===== src/rtl/fetch_unit_pf.sv =====
// Instruction fetch unit with an in-order DEPTH-entry prefetch queue and branch redirect.
// Optional FETCH_STATS_EN adds stat_fetched / stat_flushed counters.
module fetch_unit_pf #(
  parameter int              XLEN     = 32,
  parameter int              DEPTH    = 4,
  parameter logic [XLEN-1:0] RESET_PC = '0
) (
  input  logic            clk,
  input  logic            reset,
  input  logic            pc_sel,
  input  logic [XLEN-1:0] branch_pc,
  input  logic [XLEN-1:0] imm,
  output logic            imem_req_valid,
  input  logic            imem_req_ready,
  output logic [XLEN-1:0] imem_req_addr,
  input  logic            imem_rsp_valid,
  input  logic [XLEN-1:0] imem_rsp_data,
  output logic            inst_valid,
  input  logic            inst_ready,
  output logic [XLEN-1:0] inst,
  output logic [XLEN-1:0] inst_pc
`ifdef FETCH_STATS_EN
  ,
  output logic [31:0]     stat_fetched,
  output logic [31:0]     stat_flushed
`endif
);

  localparam int AW = $clog2(DEPTH);
  localparam int CW = AW + 1;

  logic [XLEN-1:0]            fetch_pc, rsp_pc;
  logic [CW-1:0]              count, outstanding, discard;
  logic [AW-1:0]              rd_ptr, wr_ptr;
  logic [DEPTH-1:0][XLEN-1:0] q_inst, q_pc;

  logic [CW:0]     occ;
  logic [XLEN-1:0] target_raw, target;
  logic            req_fire, pop, rsp_drop, push;

  // Requests are only issued while a queue slot is reserved for the response,
  // so count + outstanding never exceeds DEPTH.
  assign occ            = {1'b0, count} + {1'b0, outstanding};
  assign imem_req_valid = reset && !pc_sel && (occ < (CW+1)'(DEPTH));
  assign imem_req_addr  = fetch_pc;
  assign req_fire       = imem_req_valid && imem_req_ready;

  assign inst_valid = (count != '0);
  assign inst       = q_inst[rd_ptr];
  assign inst_pc    = q_pc[rd_ptr];
  assign pop        = inst_valid && inst_ready;

  assign rsp_drop = imem_rsp_valid && (pc_sel || discard != '0);
  assign push     = imem_rsp_valid && !rsp_drop;

  assign target_raw = branch_pc + imm;
  assign target     = {target_raw[XLEN-1:2], 2'b00};

  always_ff @(posedge clk or negedge reset) begin
    if (!reset) begin
      fetch_pc    <= RESET_PC;
      rsp_pc      <= RESET_PC;
      count       <= '0;
      outstanding <= '0;
      discard     <= '0;
      rd_ptr      <= '0;
      wr_ptr      <= '0;
      q_inst      <= '0;
      q_pc        <= '0;
    end else if (pc_sel) begin
      // Every request still in flight after this edge must be dropped on return.
      fetch_pc    <= target;
      rsp_pc      <= target;
      count       <= '0;
      rd_ptr      <= '0;
      wr_ptr      <= '0;
      outstanding <= outstanding - CW'(imem_rsp_valid);
      discard     <= outstanding - CW'(imem_rsp_valid);
    end else begin
      if (req_fire) fetch_pc <= fetch_pc + XLEN'(4);
      outstanding <= outstanding + CW'(req_fire) - CW'(imem_rsp_valid);
      if (rsp_drop) discard <= discard - CW'(1);
      if (push) begin
        q_inst[wr_ptr] <= imem_rsp_data;
        q_pc[wr_ptr]   <= rsp_pc;
        wr_ptr         <= wr_ptr + AW'(1);
        rsp_pc         <= rsp_pc + XLEN'(4);
      end
      if (pop) rd_ptr <= rd_ptr + AW'(1);
      count <= count + CW'(push) - CW'(pop);
    end
  end

`ifdef FETCH_STATS_EN
  // A pop in the redirect cycle counts as fetched, not flushed.
  always_ff @(posedge clk or negedge reset) begin
    if (!reset) begin
      stat_fetched <= '0;
      stat_flushed <= '0;
    end else begin
      if (pop) stat_fetched <= stat_fetched + 32'd1;
      if (pc_sel)
        stat_flushed <= stat_flushed + 32'(count) - 32'(pop) + 32'(imem_rsp_valid);
      else if (rsp_drop)
        stat_flushed <= stat_flushed + 32'd1;
    end
  end
`else
  // Statistics counters are not built in this configuration.
`endif

endmodule

===== config.mk =====
export PLATFORM = sky130hd
export DESIGN_NAME = fetch_unit_pf
export DESIGN_NICKNAME = d
export VERILOG_FILES = /design/src/rtl/fetch_unit_pf.sv
export SDC_FILE = /design/constraint.sdc
export NUM_CORES = 1
export LEC_CHECK = 0
export ABC_AREA = 1
export BUFFER_PORTS_ARGS = -buffer_cell sky130_fd_sc_hd__buf_4
export CELL_PAD_IN_SITES_DETAIL_PLACEMENT = 1
export CELL_PAD_IN_SITES_GLOBAL_PLACEMENT = 1
export CORE_MARGIN = 4
export CORE_UTILIZATION = 43
export DETAILED_ROUTE_END_ITERATION = 8
export PLACE_DENSITY_LB_ADDON = 0.08
export SLEW_MARGIN = 20
export SYNTH_ARGS = -nofsm -noshare
export SYNTH_HDL_FRONTEND = slang
export SYNTH_SLANG_ARGS = --single-unit

===== constraint.sdc =====
create_clock -name clk -period 3.1 [get_ports clk]
set_input_delay 0.31 -clock clk [delete_from_list [all_inputs] [get_ports clk]]
set_output_delay 0.31 -clock clk [all_outputs]
set_load 0.01 [all_outputs]

==> metrics, run 1 <==
final hold vios=0; mux contribution to synthesized area=0%; RSZ-0062 raised after global routing=false; vias in the first global route=17883; Worst Hold Launch=imem_rsp_data[5]; FF-to-FF End=outstanding[2]; Lkg Pwr=10.5 nW; initial antenna violation count=0; ANT cells=0; worst reg-to-reg path cell count=12; max-slew violations=0; critical path endpoint category=output pin; worst skew pair latency=0.53 ns; Cells after Synth=2384; max_cap viols=0; Final #Nets=2684; Achievable Freq=366 MHz; clock sinks=321; Hold WS=0.0908 ns; synth cell count leaders=nand2_1 (636), o21ai_0 (431), dfrtp_1 (321); CTS max path bufs=3; Die Width=211 µm; worst r2r src=count[2]; Crit path arrival time=2.42 ns; largest net degree at the start of global routing=145; Yosys top cell area share=45.3%; GRT Residual Overflow=0; Clock Root Buffer=clkbuf_16; total number of vias=16854; WL final=58000 µm; die height=211 µm; global-route wire length before repair=94600 µm; postcts setup bufs=0; status=completed; core area=40800 µm²; Placer Congestion=0.945; final setup vio count=0; xor and xnor area share after synthesis=1.33%; fraction of layout cells with a size suffix above 1=12.9%; Total GRT Usage=26.0%; Routed WL per cell=18.8 µm; fill cell count=5162; number of synthesized flops with an enable pin=0; Worst Slack Setup Final=0.370 ns; worst reg-to-reg setup slack=0.39 ns; cell row count=74; critical path startpoint category=flop; hold-critical path depth=3; Power per Cell Area=782 nW/µm²; vias per std cell=5.45; post-synthesis adder-cell area fraction=3.47%; Die Footprint=44600 µm²; hold_buf cts=1; top cells by area, synth=dfrtp_1 (45%), nand2_1 (13%), o21ai_0 (12%); Period minus WS final=2.73 ns; kind of critical path=flop to output pin; slew at the pin closest to its max-slew limit=0.970 ns; register area share after synthesis=45.3%; slew margin rel.=35.3%; period utilisation layout=88.1%; clk slew on worst S/H paths=0.06 ns; synth unique cells=42; Setup TNS=0 ns; Setup Slack @ Placement=0.442 ns; syn avg cell area=7.44 µm²; Initial Util=43.4%; Initial DRC Count=1028; Top Ports=200; drt drc=0; leading area contributor after synthesis=dfrtp_1; largest family of logic cells by synthesized area=simple AND/OR/NAND/NOR gates; cell area after synthesis=17700 µm²; Num CTS Buffers=37; path category of the worst min-delay check=input pin to flop; Layout Skew=0.0139 ns; simple-gate area share of the yosys netlist=24.1%; CTS resizes=0; htree depth=2; CP required=2.79 ns; top-count cell post-synth=nand2_1; top_reg_cell synth=dfrtp_1; Synth Area in Compound Gates=18.1%; crit path max fanout=19; Post-DP HPWL=41000 µm; asr flop ratio synth=100%; #FFs+latches synth=321; drt pass-1 iters=5; worst hold endpoint=q_inst[37]; Port Buffers=195; Yosys warning total=0; residual antenna-violating net count after detailed routing=0; CP Launch Point=rd_ptr[1]; area grow syn2layout=18.0%; peak supply drop=0.000445 V; CTS tree=done
## per-stage QoR
stage / cell area, µm² / std cells / utilization, % / power (mW)
after detailed placement: 19700 / 3026 / 48.2 / 12.0
after global placement: 19700 / 3026 / 48.2 / 11.8
final: 20900 / 3092 / 51.3 / 16.4
after floorplan: 17800 / 2387 / - / 9.27
after global routing: 20900 / 3092 / 51.3 / 17.5
after CTS: 20900 / 3092 / 51.3 / 16.5
## per-layer routing
layer	vias to the layer above	GRT usage [%]	share of wire, %
li1	8078	-	-
met1	8357	33.7	44
met2	320	45.3	50
met3	99	3.48	3.5
met4	0	8.09	2.9
met5	-	0	0
## worst max-delay path by stage
stage | slack, ns | end | cells past startpoint
final | 0.37 | inst_pc[18] | 5
after global routing | 0.21 | outstanding[2] | 12
after CTS | 0.34 | inst_pc[18] | 5
after detailed placement | 0.44 | outstanding[2] | 12
after global placement | 0.49 | outstanding[2] | 12
after floorplan | 0.29 | outstanding[2] | 13
## cell families (layout without fill, tap and decap cells)
logic type | Yosys count | count (layout)
and+or+nand+nor | 1038 | 1038
buffers and inverters | 339 | 512
adders and majority gates | 48 | 48
AOI/OAI and AO/OA | 610 | 610
other | 1 | 4
xor gates and xnor gates | 27 | 27
DFF | 321 | 321
## critical path, cell delays in order (launching register included)
cell and delay [ns]:
dfrtp_2 0.35, clkinv_1 0.59, buf_4 0.46, o21ai_0 0.11, o22ai_1 0.18, buf_4 0.18
## flip-flops by register name (all words and copies together) (netlist names)
name and count:
count 3, discard 3, imem_req_addr 30, outstanding 3, q_inst 128, q_pc 120, rd_ptr 2, rsp_pc 30
wr_ptr 2
## layout by cell type, fill, tap and decap left out, types with 4 or more instances in the layout
| cell | synthesis | routed |
|---|---|---|
| nand2_1 | 636 | 632 |
| o21ai_0 | 431 | 431 |
| dfrtp_1 | 321 | 319 |
| nor2_1 | 250 | 250 |
| buf_4 | 5 | 215 |
| inv_1 | 214 | 214 |
| a21oi_1 | 72 | 72 |
| nand3_1 | 67 | 67 |
| o22ai_1 | 62 | 62 |
| ha_1 | 46 | 46 |
| clkbuf_16 | 0 | 39 |
| nor3_1 | 21 | 21 |
| xor2_1 | 20 | 20 |
| a31oi_1 | 19 | 19 |
| nand3b_1 | 16 | 16 |
| a22oi_1 | 13 | 13 |
| nor3_2 | 9 | 9 |
| nand4_1 | 9 | 9 |
| clkinv_2 | 0 | 8 |
| xnor2_1 | 7 | 7 |
| clkbuf_1 | 73 | 7 |
| buf_12 | 0 | 7 |
| nand2_2 | 6 | 6 |
| or2_2 | 6 | 6 |
| o21ai_1 | 6 | 6 |
| clkbuf_8 | 0 | 6 |
| nand2_4 | 1 | 5 |
| nor2_2 | 5 | 5 |
| inv_2 | 4 | 4 |
| nor2_4 | 4 | 4 |
| o21bai_1 | 4 | 4 |
| conb_1 | 1 | 4 |
## where the power goes
part | total, mW | switching (mW) | internal (mW)
logic | 5.91 | 3.56 | 2.35
registers | 6.01 | 0.781 | 5.23
clock network | 4.45 | 1.76 | 2.69
## layout make-up
class                      instances  area (µm²)  share of cell area, %
tap                              532         666                   3.18
sequential                       321        8040                   38.4
inverter                         223         846                   4.04
clock buffer                      52        1080                   5.18
clock inverter                    13         151                  0.723
multi-input combinational       1727        8370                   40.0
timing repair buffer             224        1780                   8.50
Power figures use the tool's default switching activity.
==> run 2, diff against run 1 <==
--- a/config.mk
+++ b/config.mk
@@ -12,7 +12,7 @@
 export CORE_MARGIN = 4
 export CORE_UTILIZATION = 43
 export DETAILED_ROUTE_END_ITERATION = 8
-export PLACE_DENSITY_LB_ADDON = 0.08
+export PLACE_DENSITY = 0.83
 export SLEW_MARGIN = 20
 export SYNTH_ARGS = -nofsm -noshare
 export SYNTH_HDL_FRONTEND = slang
==> metrics, run 2 (synthesized netlist as in run 1, its figures left out) <==
area grow syn2layout=17.6% (was 18.0%); global-route wire length before repair=91100 µm (was 94600 µm); cell row count=74 (unchanged); Crit path arrival time=3.13 ns (was 2.42 ns); Period minus WS final=2.67 ns (was 2.73 ns); Initial Util=43.4% (unchanged); most used cell, CP=ha_1 (was buf_4); clk slew on worst S/H paths=0.06 ns (about the same); max incr delay on CP=0.41 ns (was 0.59 ns); Final Non-Filler Cells=3081 (was 3092); CTS resizes=0 (unchanged); period utilisation layout=86.2% (was 88.1%); largest net degree at the start of global routing=167 (was 145); most common cell after layout, fill and taps aside=nand2_1 (unchanged); clock sinks=321 (unchanged); Die Width=211 µm (unchanged); max_cap viols=0 (unchanged); Top Ports=200 (unchanged); fill cell count=5132 (was 5162); FF-to-FF End=outstanding[2] (unchanged); busiest grt layer=met2 (unchanged); final hold vios=0 (unchanged); Routed WL per cell=18.4 µm (was 18.8 µm); vias per std cell=5.43 (was 5.45); Clock Root Buffer=clkbuf_16 (unchanged); slew margin rel.=35.4% (was 35.3%); worst r2r src=count[2] (unchanged); GRT met1 Usage=31.4% (was 33.7%); worst reg-to-reg setup slack=0.43 ns (was 0.39 ns); ANT cells=0 (unchanged); kind of critical path=flop to flop (was flop to output pin); max reg flops=128 (unchanged); peak supply drop=0.000353 V (was 0.000445 V); vias in the first global route=17427 (was 17883); core area=40800 µm² (unchanged); htree depth=2 (unchanged); slowest library cell on the worst path=dfrtp_1 (was clkinv_1); Initial DRC Count=1014 (was 1028); Achievable Freq=374 MHz (was 366 MHz); most frequent cells in the layout=nand2_1 (632), o21ai_0 (431), dfrtp_1 (319) (unchanged); Die Footprint=44600 µm² (unchanged); Post-DP HPWL=39000 µm (was 41000 µm); drt pass-1 iters=7 (was 5); WL final=56600 µm (was 58000 µm); slew at the pin closest to its max-slew limit=0.969 ns (was 0.970 ns); worst reg-to-reg path cell count=12 (unchanged); final setup vio count=0 (unchanged); path category of the worst min-delay check=input pin to flop (unchanged); M2 GR Usage=44.5% (was 45.3%); residual antenna-violating net count after detailed routing=0 (unchanged); GRT Residual Overflow=0 (unchanged); Setup TNS=0 ns (unchanged); Final #Nets=2676 (was 2684); critical path startpoint category=flop (unchanged); largest register by flop count=q_inst (unchanged); critical path endpoint category=flop (was output pin); status=completed (unchanged); postcts setup bufs=0 (unchanged); fraction of layout cells with a size suffix above 1=12.6% (was 12.9%); CP required=3.56 ns (was 2.79 ns); Top Registers=q_inst: 128 flops, q_pc: 120 flops (unchanged); Placed Cells=3020 (was 3026); RSZ-0062 raised after global routing=false (unchanged); initial antenna violation count=0 (unchanged); Placer Congestion=0.902 (was 0.945); CP cell instances=ha_1 > or2_0 > nor3_2 > nand2_2 > ha_1 > inv_1 > ha_1 > fa_1 > xnor2_1 > xor2_1 > nand2_1 > nand2_1 (was clkinv_1 > buf_4 > o21ai_0 > o22ai_1 > buf_4); Layout Skew=0.0187 ns (was 0.0139 ns); met3 usage=3.79% (was 3.48%); CTS max path bufs=3 (unchanged); crit path max fanout=3 (was 19); CTS tree=done (unchanged); total number of vias=16728 (was 16854); drt drc=0 (unchanged); worst skew pair latency=0.52 ns (was 0.53 ns); die height=211 µm (unchanged); Total GRT Usage=24.9% (was 26.0%); Port Buffers=195 (unchanged); Power per Cell Area=773 nW/µm² (was 782 nW/µm²); max-slew violations=0 (unchanged); CP endpoint=outstanding[2] (was inst_pc[18]); CP Launch Point=count[2] (was rd_ptr[1]); Num CTS Buffers=35 (was 37); hold-critical path depth=3 (unchanged); hold_buf cts=1 (unchanged); Lkg Pwr=10.5 nW (about the same)
-- run 2: cell types whose count changed in the layout (fill, tap and decap cells not counted) --
cell	previous run	this run
clkinv_4	3	2
clkbuf_1	7	6
buf_4	215	205
clkinv_2	8	5
clkbuf_8	6	10
clkbuf_16	39	37
bufinv_16	3	1
buf_12	7	11
-- run 2: layout make-up --
class                      count  area, µm²  area share (%)
multi-input combinational   1727       8370            40.1
clock buffer                  53       1090            5.21
tap                          532        666            3.19
clock inverter                 7       67.6           0.324
inverter                     223        846            4.05
sequential                   321       8040            38.5
timing repair buffer         218       1780            8.55
-- run 2: power by group --
part	internal [mW]	switching, mW	total, mW
Clock	2.50	1.67	4.16
Sequential	5.23	0.776	6.01
Combinational	2.36	3.59	5.95
-- run 2: worst min path at each step --
stage | from | to | slack [ns]
6_report | imem_rsp_data[2] | q_inst[98] | 0.11
5_1_grt | imem_rsp_data[1] | q_inst[65] | 0.11
4_1_cts | imem_rsp_data[18] | q_inst[114] | 0.09
3_5_place_dp | reset | q_inst[87] | 0.15
3_3_place_gp | reset | q_inst[87] | 0.16
2_1_floorplan | reset | count[0] | 0.01
-- run 2: stage by stage --
step	power [mW]	hold slack (ns)	instance area (µm²)	setup slack (ns)	util, %
after detailed placement	12.0	0.154	19700	0.396	48.2
after global placement	11.7	0.158	19700	0.487	48.2
after floorplan	9.27	0.0144	17800	0.288	-
final	16.1	0.108	20900	0.428	51.1
after CTS	16.3	0.0856	20900	0.385	51.1
after global routing	17.2	0.111	20900	0.225	51.1
-- run 2: critical path: cells and delay by family, from the launching register on --
kind | cells | cell delay (ns)
xor+xnor | 2 | 0.40
fa+ha+maj | 4 | 1.13
buf+inv | 1 | 0.04
flops | 1 | 0.41
simple gates | 5 | 0.64
-- run 2: routing by layer --
layer | part of all wire, % | vias to the layer above
met5 | 0 | -
met4 | 2.6 | 0
met3 | 4.5 | 85
met2 | 51 | 329
met1 | 42 | 8255
li1 | - | 8059
==> run 3, diff against run 2 <==
--- a/config.mk
+++ b/config.mk
@@ -12,6 +12,7 @@
 export CORE_MARGIN = 4
 export CORE_UTILIZATION = 43
 export DETAILED_ROUTE_END_ITERATION = 8
+export MAX_ROUTING_LAYER = met4
 export PLACE_DENSITY = 0.83
 export SLEW_MARGIN = 20
 export SYNTH_ARGS = -nofsm -noshare
==> metrics, run 3 (synthesized netlist as in run 1, its figures left out) <==
Setup TNS=0 ns (unchanged); period utilisation layout=87.0% (was 86.2%); max-slew violations=0 (unchanged); Achievable Freq=371 MHz (was 374 MHz); clock sinks=321 (unchanged); Num CTS Buffers=36 (was 35); most frequent cells in the layout=nand2_1 (632), o21ai_0 (431), dfrtp_1 (319) (unchanged); Post-DP HPWL=40300 µm (was 39000 µm); CTS max path bufs=3 (unchanged); ANT cells=0 (unchanged); final hold vios=0 (unchanged); Switching Fraction=37.6% (was 37.4%); htree depth=2 (unchanged); worst reg-to-reg setup slack=0.40 ns (was 0.43 ns); Comb power frac=36.5% (was 36.9%); crit path max fanout=3 (unchanged); max_cap viols=0 (unchanged); Port Buffers=195 (unchanged); postcts setup bufs=0 (unchanged); WL final=58500 µm (was 56600 µm); total number of vias=16954 (was 16728); Placer Congestion=0.918 (was 0.902); largest net degree at the start of global routing=173 (was 167); path category of the worst min-delay check=input pin to flop (unchanged); Clock Root Buffer=clkbuf_16 (unchanged); vias per std cell=5.49 (was 5.43); clk slew on worst S/H paths=0.06 ns (about the same); Top Registers=q_inst: 128 flops, q_pc: 120 flops (unchanged); residual antenna-violating net count after detailed routing=0 (unchanged); placed cell areas=19700 µm² (about the same); Int Pwr=10.2 mW (was 10.1 mW); Sequential Power Share=36.7% (was 37.3%); slew margin rel.=35.4% (about the same); critical path startpoint category=flop (unchanged); Final #Nets=2680 (was 2676); Die Footprint=44600 µm² (unchanged); die height=211 µm (unchanged); Power per Cell Area=785 nW/µm² (was 773 nW/µm²); Clock power frac=26.8% (was 25.8%); core area=40800 µm² (unchanged); Total GRT Usage=26.5% (was 24.9%); Crit path arrival time=3.17 ns (was 3.13 ns); design area=20900 µm² (about the same); Initial DRC Count=1053 (was 1014); Initial Util=43.4% (unchanged); Final Non-Filler Cells=3086 (was 3081); kind of critical path=flop to flop (unchanged); critical path endpoint category=flop (unchanged); Period minus WS final=2.70 ns (was 2.67 ns); global-route wire length before repair=94400 µm (was 91100 µm); vias in the first global route=17959 (was 17427); Lkg Pwr=10.5 nW (about the same); CTS tree=done (unchanged); most common cell after layout, fill and taps aside=nand2_1 (unchanged); peak supply drop=0.000455 V (was 0.000353 V); drt pass-1 iters=5 (was 7); Die Width=211 µm (unchanged); final setup vio count=0 (unchanged); slew at the pin closest to its max-slew limit=0.970 ns (was 0.969 ns); Layout Skew=0.0127 ns (was 0.0187 ns); CTS resizes=0 (unchanged); initial antenna violation count=0 (unchanged); cell row count=74 (unchanged); GRT Residual Overflow=0 (unchanged); status=completed (unchanged); RSZ-0062 raised after global routing=false (unchanged); Pwr Total=16.4 mW (was 16.1 mW); drt drc=0 (unchanged); fraction of layout cells with a size suffix above 1=12.8% (was 12.6%); max reg flops=128 (unchanged); Routed WL per cell=19.0 µm (was 18.4 µm); CP required=3.57 ns (was 3.56 ns); area grow syn2layout=18.0% (was 17.6%); largest register by flop count=q_inst (unchanged); Placed Cells=3022 (was 3020); P_sw=6.19 mW (was 6.03 mW); worst skew pair latency=0.53 ns (was 0.52 ns); Top Ports=200 (unchanged)
==> run 3: cell count changes in the layout (fill, tap and decap cells not counted), sizes merged <==
cell | before | now
buf | 217 | 220
bufinv | 1 | 3
clkbuf | 53 | 51
clkinvlp | 0 | 1
inv | 220 | 221
==> run 3: through the flow <==
step,util [%],hold WS (ns),worst slack [ns]
floorplan,-,0.0144,0.288
global placement,48.2,0.169,0.482
detailed placement,48.2,0.176,0.371
CTS,51.2,0.0482,0.382
global route,51.3,0.0589,0.216
finish,51.3,0.0507,0.402
==> run 3: area by class of cell <==
cell class | count | area [µm²]
Clock buffer | 51 | 1070
Clock inverter | 11 | 144
Fill cell | 5143 | 19900
Inverter | 223 | 846
Multi-Input combinational cell | 1727 | 8370
Sequential cell | 321 | 8040
Tap cell | 532 | 666
Timing Repair Buffer | 221 | 1800
==> run 3: per-layer routing <==
layer	GRT usage (%)	wire length [µm]	vias up
met5	-	0	-
met4	6.95	1540	0
met3	3.61	2490	95
met2	46.8	30000	341
met1	32.1	24500	8447
li1	-	-	8071
==> run 3: final timing paths <==
check	from	end	depth (start not counted)
hold / removal	pc_sel	count[1]	2
hold reg to reg	q_pc[50]	q_pc[50]	2
setup reg to reg	count[2]	outstanding[2]	12
min in group asynchronous	reset	q_inst[92]	2
max in group asynchronous	reset	q_pc[127]	3
setup / recovery	count[2]	outstanding[2]	12
==> run 3: worst max-delay path: stages, from the launching register on <==
cell     delay [ns]
dfrtp_1        0.41
ha_1           0.31
or2_0          0.22
nor3_2         0.22
nand2_2        0.09
ha_1           0.28
inv_1          0.04
ha_1           0.18
fa_1           0.38
xnor2_1        0.22
xor2_1         0.18
nand2_1        0.07
nand2_1        0.06
==> run 3: power by group through the flow <==
stage	Clock, mW	Combinational [mW]	Sequential, mW
final	4.41	6.00	6.03
after global routing	4.66	6.70	6.16
after CTS	4.48	6.07	6.02
after detailed placement	0	5.98	6.07
after global placement	0	5.70	5.99
after floorplan	0	3.42	5.86
==> run 3: what timing repair did <==
| item | 4_1_cts | 5_1_grt |
|---|---|---|
| endpoints found under the hold margin | 21 | 0 |
| hold buffers | 1 | 0 |
| endpoints found under the setup margin | 0 | 0 |
